[config.mk]
export PLATFORM = sky130hd
export DESIGN_NAME = countdown_timer_flat
export DESIGN_NICKNAME = d
export VERILOG_FILES = /design/src/rtl/countdown_timer_pkg.sv /design/src/rtl/countdown_timer_if.sv /design/src/rtl/countdown_timer_second_prescaler.sv /design/src/rtl/countdown_timer.sv /design/src/flat_wrapper.sv
export SDC_FILE = /design/constraint.sdc
export NUM_CORES = 1
export LEC_CHECK = 0
export CAP_MARGIN = 20
export CORE_MARGIN = 4
export CORE_UTILIZATION = 30
export CTS_BUF_LIST = sky130_fd_sc_hd__clkbuf_4 sky130_fd_sc_hd__clkbuf_8
export DETAILED_ROUTE_END_ITERATION = 12
export GPL_ROUTABILITY_DRIVEN = 0
export PLACE_DENSITY = 0.51
export REMOVE_ABC_BUFFERS = 1
export SKIP_CTS_REPAIR_TIMING = 1
export SYNTH_ARGS = -nofsm -noshare
export SYNTH_HDL_FRONTEND = slang
export SYNTH_SLANG_ARGS = --single-unit
[constraint.sdc]
create_clock -name clock -period 6.7 [get_ports clock]
set_input_delay 1.34 -clock clock [delete_from_list [all_inputs] [get_ports clock]]
set_output_delay 1.34 -clock clock [all_outputs]
set_load 0.05 [all_outputs]
[src/rtl/countdown_timer_pkg.sv]
// Shared types and constants for the hh:mm:ss timers.
// Holds the state encoding and the one-second borrow helper.
package timer_pkg;
  localparam int W = 8;
  localparam int SEC_MAX = 59;
  localparam int MIN_MAX = 59;
  localparam int MAX_HOURS_DEF = 99;

  typedef enum logic [1:0] {
    S_IDLE,
    S_RUN,
    S_PAUSE,
    S_EXP
  } state_t;

  typedef struct packed {
    logic [W-1:0] hr;
    logic [W-1:0] min;
    logic [W-1:0] sec;
  } hms_t;

  // Borrow one second; a zero value stays zero.
  function automatic hms_t hms_dec(hms_t t);
    hms_t r;
    r = t;
    if (t.sec != '0) begin
      r.sec = t.sec - 1'b1;
    end else if (t.min != '0) begin
      r.sec = W'(SEC_MAX);
      r.min = t.min - 1'b1;
    end else if (t.hr != '0) begin
      r.sec = W'(SEC_MAX);
      r.min = W'(MIN_MAX);
      r.hr  = t.hr - 1'b1;
    end
    return r;
  endfunction
endpackage

[src/rtl/countdown_timer_if.sv]
// Host-side bundle of the countdown timer.
// master = host, slave = timer.
interface countdown_timer_if;
  import timer_pkg::*;
  logic         load;
  logic [W-1:0] set_seconds;
  logic [W-1:0] set_minutes;
  logic [W-1:0] set_hours;
  logic         start;
  logic         pause;
  logic [W-1:0] seconds;
  logic [W-1:0] minutes;
  logic [W-1:0] hours;
  logic         running;
  logic         expired;
  logic         done;
  logic         load_err;

  modport master (
    output load, set_seconds, set_minutes, set_hours,
    output start, pause,
    input  seconds, minutes, hours,
    input  running, expired, done, load_err
  );

  modport slave (
    input  load, set_seconds, set_minutes, set_hours,
    input  start, pause,
    output seconds, minutes, hours,
    output running, expired, done, load_err
  );
endinterface

[src/rtl/countdown_timer_second_prescaler.sv]
// Divides the system clock down to a one-per-second tick.
// The partial count is held while enable is low.
module second_prescaler #(
  parameter int SECOND_REF = 250
) (
  input  logic clock,
  input  logic reset,
  input  logic enable,
  input  logic clear,
  output logic tick
);
  localparam int CW = (SECOND_REF > 1) ? $clog2(SECOND_REF) : 1;
  localparam logic [CW-1:0] LAST = CW'(SECOND_REF - 1);

  logic [CW-1:0] r_cnt;
  logic          w_last;

  assign w_last = (r_cnt == LAST);
  assign tick   = enable && w_last;

  always_ff @(posedge clock) begin
    if (reset || clear) begin
      r_cnt <= '0;
    end else if (enable) begin
      r_cnt <= w_last ? '0 : r_cnt + 1'b1;
    end
  end
endmodule

[src/rtl/countdown_timer.sv]
// Down-counting hh:mm:ss timer with load/start/pause control.
// Flags expiry at 00:00:00 and rejects out-of-range presets.
module countdown_timer
  import timer_pkg::*;
#(
  parameter int SECOND_REF = 250,
  parameter int MAX_HOURS  = MAX_HOURS_DEF
) (
  input  logic              clock,
  input  logic              reset,
  countdown_timer_if.slave  bus
);
  state_t r_state, w_next;
  hms_t   r_val, w_dec, w_set;
  logic   r_done, r_load_err;
  logic   w_tick, w_run_en, w_zero, w_dec_zero;
  logic   w_load_ok, w_load_act, w_load_take, w_load_bad;
  logic   w_running, w_expired, w_go;

  assign w_set = {bus.set_hours, bus.set_minutes, bus.set_seconds};
  assign w_load_ok = (bus.set_seconds <= W'(SEC_MAX))
                  && (bus.set_minutes <= W'(MIN_MAX))
                  && (bus.set_hours   <= W'(MAX_HOURS));
  // A load while running is dropped silently, never flagged.
  assign w_load_act  = bus.load && (r_state != S_RUN);
  assign w_load_take = w_load_act && w_load_ok;
  assign w_load_bad  = w_load_act && !w_load_ok;
  assign w_go        = !w_load_act && !bus.pause && bus.start;

  assign w_run_en   = (r_state == S_RUN) && !bus.pause;
  assign w_dec      = hms_dec(r_val);
  assign w_zero     = (r_val == '0);
  assign w_dec_zero = (w_dec == '0);

  second_prescaler #(
    .SECOND_REF (SECOND_REF)
  ) u_presc (
    .clock  (clock),
    .reset  (reset),
    .enable (w_run_en),
    .clear  (w_load_take),
    .tick   (w_tick)
  );

  always_ff @(posedge clock) begin
    if (reset) r_state <= S_IDLE;
    else       r_state <= w_next;
  end

  always_comb begin
    w_next = r_state;
    unique case (r_state)
      S_IDLE: begin
        if (w_go) w_next = w_zero ? S_EXP : S_RUN;
      end
      S_RUN: begin
        if (bus.pause)                w_next = S_PAUSE;
        else if (w_tick && w_dec_zero) w_next = S_EXP;
      end
      S_PAUSE: begin
        if (w_load_take) w_next = S_IDLE;
        else if (w_go)   w_next = S_RUN;
      end
      S_EXP: begin
        if (w_load_take) w_next = S_IDLE;
      end
      default: w_next = S_IDLE;
    endcase
  end

  always_comb begin
    w_running = (r_state == S_RUN);
    w_expired = (r_state == S_EXP);
  end

  always_ff @(posedge clock) begin
    if (reset) begin
      r_val      <= '0;
      r_done     <= 1'b0;
      r_load_err <= 1'b0;
    end else begin
      r_done     <= (w_next == S_EXP) && (r_state != S_EXP);
      r_load_err <= w_load_bad;
      if (w_load_take)  r_val <= w_set;
      else if (w_tick)  r_val <= w_dec;
    end
  end

  assign bus.seconds  = r_val.sec;
  assign bus.minutes  = r_val.min;
  assign bus.hours    = r_val.hr;
  assign bus.running  = w_running;
  assign bus.expired  = w_expired;
  assign bus.done     = r_done;
  assign bus.load_err = r_load_err;
endmodule
[src/flat_wrapper.sv]
// flat-port wrapper written by rule: the top's interface ports become plain ports
module countdown_timer_flat import timer_pkg::*;
#(
  parameter int SECOND_REF = 250,
  parameter int MAX_HOURS  = MAX_HOURS_DEF
)
  (clock, reset, bus_load, bus_set_seconds, bus_set_minutes, bus_set_hours, bus_start, bus_pause, bus_seconds, bus_minutes, bus_hours, bus_running, bus_expired, bus_done, bus_load_err);
  countdown_timer_if bus_i ();
  input  logic clock;
  input  logic reset;
  input wire logic [$bits(bus_i.load)-1:0] bus_load;
  input wire logic [$bits(bus_i.set_seconds)-1:0] bus_set_seconds;
  input wire logic [$bits(bus_i.set_minutes)-1:0] bus_set_minutes;
  input wire logic [$bits(bus_i.set_hours)-1:0] bus_set_hours;
  input wire logic [$bits(bus_i.start)-1:0] bus_start;
  input wire logic [$bits(bus_i.pause)-1:0] bus_pause;
  output wire logic [$bits(bus_i.seconds)-1:0] bus_seconds;
  output wire logic [$bits(bus_i.minutes)-1:0] bus_minutes;
  output wire logic [$bits(bus_i.hours)-1:0] bus_hours;
  output wire logic [$bits(bus_i.running)-1:0] bus_running;
  output wire logic [$bits(bus_i.expired)-1:0] bus_expired;
  output wire logic [$bits(bus_i.done)-1:0] bus_done;
  output wire logic [$bits(bus_i.load_err)-1:0] bus_load_err;
  assign bus_i.load = bus_load;
  assign bus_i.set_seconds = bus_set_seconds;
  assign bus_i.set_minutes = bus_set_minutes;
  assign bus_i.set_hours = bus_set_hours;
  assign bus_i.start = bus_start;
  assign bus_i.pause = bus_pause;
  assign bus_seconds = bus_i.seconds;
  assign bus_minutes = bus_i.minutes;
  assign bus_hours = bus_i.hours;
  assign bus_running = bus_i.running;
  assign bus_expired = bus_i.expired;
  assign bus_done = bus_i.done;
  assign bus_load_err = bus_i.load_err;
  countdown_timer #(.SECOND_REF(SECOND_REF), .MAX_HOURS(MAX_HOURS)) u_core (.clock(clock), .reset(reset), .bus(bus_i));
endmodule
==> results_dict.tcl, run 1 <==
set metrics [dict create \
    layout_min_cycle_time_ns 3.422 \
    die_h_um 96.67 \
    slew_headroom 0.5008 \
    setup_tns_ns 0 \
    cp_max_fo 11 \
    drc 0 \
    fmax_ghz 0.2922 \
    grt_pass1_wl_um 12720 \
    dp.cells 460 \
    root_buffer "clkbuf_8" \
    cp-end-kind "flip-flop" \
    setup_viol 0 \
    antenna_found_initial 0 \
    syn_inst 313 \
    rows 32 \
    drt_wl_total_um 7626 \
    clkPwrFrac 0.406 \
    grt_max_degree 31 \
    clkLatencyLatePin_ns 0.30 \
    nets 399 \
    switchingPower_w 0.0001295 \
    ioPinCount 57 \
    leakage_nw 1.093 \
    synth-seq-cells 36 \
    internal_power_w 0.0003594 \
    path_class "reg2reg" \
    place_ws_ns 2.967 \
    path_clk_slew_ns 0.08 \
    synth_ff_type "dfxtp_1" \
    n_antenna_cell 0 \
    ys_seq_area_frac 0.3056 \
    tightest_slew_ns 0.7461 \
    grt_usage 0.1646 \
    area_delta_synth_final_pct 32.63 \
    clock-sinks 36 \
    fin_crit_sh 0.5108 \
    ant_nets 0 \
    synth_edf_count 0 \
    postSynthAreaPerCell_um2 7.535 \
    n_fill_cell 824 \
    p_per_area_mw_per_mm2 156.3 \
    vias_per_cell 5.303 \
    finalWorstSetupSlack_ns 3.278 \
    hold_slack_ns 0.4923 \
    synthesis.area_mm2 0.002359 \
    vdd_drop_max_mv 0.07412 \
    hpwlAfterDp_um 5441 \
    hold_viol_final 0 \
    yosysWarnings 0 \
    drive_gt1_frac 0.07377 \
    cts_htree_levels 2 \
    initial_core_util 0.3068 \
    netSwitchingFraction 0.2649 \
    worstPathArrival_ns 3.64 \
    multi_input_area_mm2 0.001529 \
    detail_route.iter0.violations 111 \
    finalNonFillerCells 468 \
    reg2regPathDepth 9 \
    grt_setup_unrepaired "false" \
    min_path_cells 2 \
    async_reset_ff_frac 0 \
    drv_cap 0 \
    required_ns 6.91 \
    numCtsBuffers 5 \
    die_area_mm2 0.009344 \
    seq_area_um2 720.7 \
    overflow 0 \
    finalClockSkew_ns 0.006043 \
    die_x_um 96.67 \
    pwr-share-comb 0.145 \
    cts_buffer_depth 2 \
    hold_path.class "reg2reg" \
    drtPass1Iterations 4 \
    pwr-share-seq 0.450 \
    routedWlPerCell_um 16.29 \
    final_common_cell "clkdlybuf4s50_1" \
    vias 2482 \
    cts_tree "done" \
    port_buffers 56 \
    drv_slew 0 \
    ys_types 54 \
    final_cell_mix "clkdlybuf4s50_1 (56), nor2_1 (44), dfxtp_1 (36), nand2_1 (30), a21oi_1 (30)" \
    outcome "finished, final reports clean" \
    start_kind "flip-flop" \
    grt_pass1_vias 2472 \
    core_mm2 0.007687 \
]
==> metrics by stage <==
stage,instance area (um2),util,power [W]
final,3128,0.4069,0.0004888
after global routing,3128,0.4069,0.0005071
after CTS,3128,0.4069,0.0004927
after detailed placement,3017,0.3924,0.0002952
after global placement,3017,0.3924,0.0002953
after floorplan,2292,-,0.0002606
==> area by class of cell <==
cell class / instances / area share
Clock buffer: 5 / 0.02200
Clock inverter: 3 / 0.01360
Inverter: 13 / 0.01560
Multi-Input combinational cell: 249 / 0.4888
Sequential cell: 36 / 0.2304
Tap cell: 102 / 0.04080
Timing Repair Buffer: 60 / 0.1888
==> critical path, cell delays in order, from the launching register on <==
cell and delay (ns):
dfxtp_1 0.42, inv_1 0.12, ha_1 0.25, or4b_1 0.55, nor2_1 0.63, nand3_1 0.42
o21ai_0 0.34, and4_1 0.24, nand4_2 0.13, a221oi_2 0.25
==> logic make-up (layout without fill, tap and decap cells) <==
| family | Yosys count | after routing | share of synthesized area |
|---|---|---|---|
| simple gates | 148 | 148 | 0.3305 |
| compound gates | 83 | 83 | 0.2361 |
| flops | 36 | 36 | 0.3056 |
| fa+ha+maj | 6 | 6 | 0.03077 |
| buf+inv | 28 | 81 | 0.04881 |
| xor+xnor | 7 | 7 | 0.02600 |
| mux | 5 | 5 | 0.02228 |
==> sequential cells by signal, summed over array words and instances, names as in the netlist <==
| signal | cells |
|---|---|
| u_core.bus.seconds | 8 |
| u_core.r_state | 2 |
| u_core.u_presc.r_cnt | 8 |
| u_core.bus.load_err | 1 |
| u_core.bus.done | 1 |
| u_core.bus.hours | 8 |
| u_core.bus.minutes | 8 |
==> power by group through the flow <==
| stage | sequential, W | clock (W) | combinational [W] |
|---|---|---|---|
| floorplan | 0.000229 | 0 | 0.0000319 |
| global placement | 0.000225 | 0 | 0.0000705 |
| detailed placement | 0.000225 | 0 | 0.0000705 |
| CTS | 0.000220 | 0.000202 | 0.0000708 |
| global route | 0.000220 | 0.000210 | 0.0000767 |
| finish | 0.000220 | 0.000198 | 0.0000707 |
==> final timing paths <==
path                                               from                 endpoint  slack [ns]
worst min register to register  u_core.u_presc.r_cnt[7]  u_core.u_presc.r_cnt[7]        0.49
worst min-delay path            u_core.u_presc.r_cnt[7]  u_core.u_presc.r_cnt[7]        0.49
worst max register to register    u_core.bus.seconds[0]          u_core.bus.done        3.28
worst max-delay path              u_core.bus.seconds[0]          u_core.bus.done        3.28
==> layer usage <==
layer | part of all wire | global-route usage | vias up
met5 | 0 | 0 | -
met4 | 0.014 | 0.04644 | 0
met3 | 0.050 | 0.04037 | 11
met2 | 0.45 | 0.2601 | 63
met1 | 0.48 | 0.2227 | 1155
li1 | - | - | 1253
==> cells in the mapped netlist (all sizes together) (3+ instances only) <==
master / n / share of area
nand2: 30 / 0.048
nor3: 16 / 0.034
a221oi: 8 / 0.032
nand2b: 6 / 0.016
a32oi: 3 / 0.011
a21oi: 32 / 0.074
inv: 13 / 0.021
mux2i: 3 / 0.013
nand3: 5 / 0.011
nor2: 44 / 0.070
nand4: 11 / 0.032
or4: 6 / 0.022
and2: 3 / 0.0080
xor2: 4 / 0.015
ha: 5 / 0.027
nor4: 7 / 0.021
o21ai: 19 / 0.040
or3b: 3 / 0.011
clkbuf: 12 / 0.019
buf: 3 / 0.0090
a22oi: 9 / 0.029
xnor2: 3 / 0.011
or3: 5 / 0.013
dfxtp: 36 / 0.31
(Power assumes the default switching activity.)
==> run 2, diff against run 1 <==
--- a/config.mk
+++ b/config.mk
@@ -11,7 +11,7 @@
 export CTS_BUF_LIST = sky130_fd_sc_hd__clkbuf_4 sky130_fd_sc_hd__clkbuf_8
 export DETAILED_ROUTE_END_ITERATION = 12
 export GPL_ROUTABILITY_DRIVEN = 0
-export PLACE_DENSITY = 0.51
+export PLACE_DENSITY = 0.53
 export REMOVE_ABC_BUFFERS = 1
 export SKIP_CTS_REPAIR_TIMING = 1
 export SYNTH_ARGS = -nofsm -noshare
==> constraint.sdc (replaced) <==
create_clock -name clock -period 2.7 [get_ports clock]
set_input_delay 0.54 -clock clock [delete_from_list [all_inputs] [get_ports clock]]
set_output_delay 0.54 -clock clock [all_outputs]
set_load 0.05 [all_outputs]
==> run 2 against run 1 <==
Effect of this change:
- power increased to 2.5 times the previous value
- critical path depth is the same
- core utilization increased by 4.0 points
- first-iteration DRC count increased by 62%
- sequential share of layout area fell by 2.1 points
- worst hold slack lost 0.0056 ns
- combinational power rose to 2.7 times the previous value
- final cell count increased by 8.1%
- critical path type unchanged
- largest cell class unchanged
- largest power group unchanged
==> results_dict.tcl, run 2 (same netlist as run 1, synthesis figures left out) <==
set metrics [dict create \
    vdd_drop_max_mv 0.1674 \
    detail_route.iter0.violations 180 \
    final_common_cell "clkdlybuf4s50_1" \
    outcome "finished, final reports clean" \
    pwr-share-comb 0.158 \
    path_class "reg2reg" \
    drv_cap 0 \
    grt_max_degree 30 \
    vias 2732 \
    fin_crit_sh 0.9588 \
    clkPwrFrac 0.400 \
    cts_tree "done" \
    root_buffer "clkbuf_8" \
    worstPathArrival_ns 2.80 \
    hpwlAfterDp_um 6046 \
    final_cell_mix "clkdlybuf4s50_1 (56), nor2_1 (44), buf_4 (42), dfxtp_1 (36)" \
    p_per_area_mw_per_mm2 358.0 \
    clkLatencyLatePin_ns 0.30 \
    pwr-share-seq 0.442 \
    internal_power_w 0.0009056 \
    core_mm2 0.007687 \
    hold_viol_final 0 \
    overflow 0 \
    switchingPower_w 0.0003244 \
    slowest_delay_ns 0.59 \
    setup_viol 0 \
    antenna_found_initial 0 \
    ant_nets 0 \
    leakage_nw 1.289 \
    power.total_w 0.001230 \
    n_antenna_cell 0 \
    netSwitchingFraction 0.2637 \
    tightest_slew_ns 0.5367 \
    cts_buffer_depth 2 \
    numCtsBuffers 5 \
    required_ns 2.91 \
    drc 0 \
    cp_cell_sequence "inv_1, ha_1, or3b_4, or4_4, a21oi_4, a21oi_2, a2111oi_4, nand4_2, a221oi_2" \
    finalWorstSetupSlack_ns 0.1113 \
    slew_headroom 0.6389 \
    die_x_um 96.67 \
    finalNonFillerCells 506 \
    fmax_ghz 0.3863 \
    die_h_um 96.67 \
    grt_usage 0.1726 \
    dp.cells 497 \
    grt_pass1_wl_um 13320 \
    port_buffers 56 \
    path_clk_slew_ns 0.08 \
    drv_slew 0 \
    ioPinCount 57 \
    vias_per_cell 5.399 \
    finalClockSkew_ns 0.005260 \
    nets 437 \
    layout_min_cycle_time_ns 2.589 \
    initial_core_util 0.3068 \
    cp-end-kind "flip-flop" \
    drtPass1Iterations 5 \
    cp_slowest_cell "or4_4" \
    drt_wl_total_um 8034 \
    rows 32 \
    area_delta_synth_final_pct 45.68 \
    grt_setup_unrepaired "false" \
    grt_pass1_vias 2662 \
    cts_htree_levels 2 \
    start_kind "flip-flop" \
    hold_path.class "reg2reg" \
    cp_max_fo 6 \
    routedWlPerCell_um 15.88 \
    drive_gt1_frac 0.1658 \
    place_ws_ns 0.05038 \
    die_area_mm2 0.009344 \
    clock-sinks 36 \
]
run 2: cell type report:
class / instances / area (um2)
Multi-Input combinational cell: 249 / 1551
Sequential cell: 36 / 720.7
Timing Repair Buffer: 98 / 875.8
Clock inverter: 3 / 42.54
Fill cell: 804 / 4252
Clock buffer: 5 / 68.82
Tap cell: 102 / 127.6
Inverter: 13 / 48.80
run 2: per-layer routing:
layer | global-route usage | routed length (um)
met1 | 0.2168 | 3596
met2 | 0.2861 | 3785
met3 | 0.04182 | 481
met4 | 0.06371 | 170
met5 | 0 | 0
run 2: power by group through the flow:
stage	clock network [W]	logic, W	registers (W)
floorplan	0	0.0000793	0.000567
finish	0.000492	0.000194	0.000543
detailed placement	0	0.000189	0.000556
global placement	0	0.000189	0.000556
CTS	0.000504	0.000190	0.000543
global route	0.000532	0.000209	0.000545
run 2: stage by stage:
step                setup TNS, ns    util  cell area (um2)  hold slack [ns]
finish                          0  0.4469             3436           0.4867
CTS                             0  0.4430             3406           0.4852
detailed placement              0  0.4285             3294           0.4741
global route                    0  0.4469             3436           0.5341
floorplan                  -36.22       -             2292           0.4582
global placement                0  0.4285             3294           0.4681
run 2: worst paths after layout:
| path | from | to | slack (ns) | cells after the start |
|---|---|---|---|---|
| worst max register to register | u_core.bus.minutes[0] | u_core.bus.done | 0.11 | 9 |
| worst min-delay path | u_core.u_presc.r_cnt[7] | u_core.u_presc.r_cnt[7] | 0.49 | 2 |
| worst max-delay path | u_core.bus.minutes[0] | u_core.bus.done | 0.11 | 9 |
| worst min register to register | u_core.u_presc.r_cnt[7] | u_core.u_presc.r_cnt[7] | 0.49 | 2 |
run 2: worst max-delay path, delay by kind of cell (launching register included):
kind | cells | cell delay [ns]
buffers and inverters | 1 | 0.07
AND/OR/NAND/NOR | 3 | 1.19
flip-flops | 1 | 0.32
AO/OA/AOI/OAI | 4 | 0.74
adder cells (fa/ha/maj) | 1 | 0.18
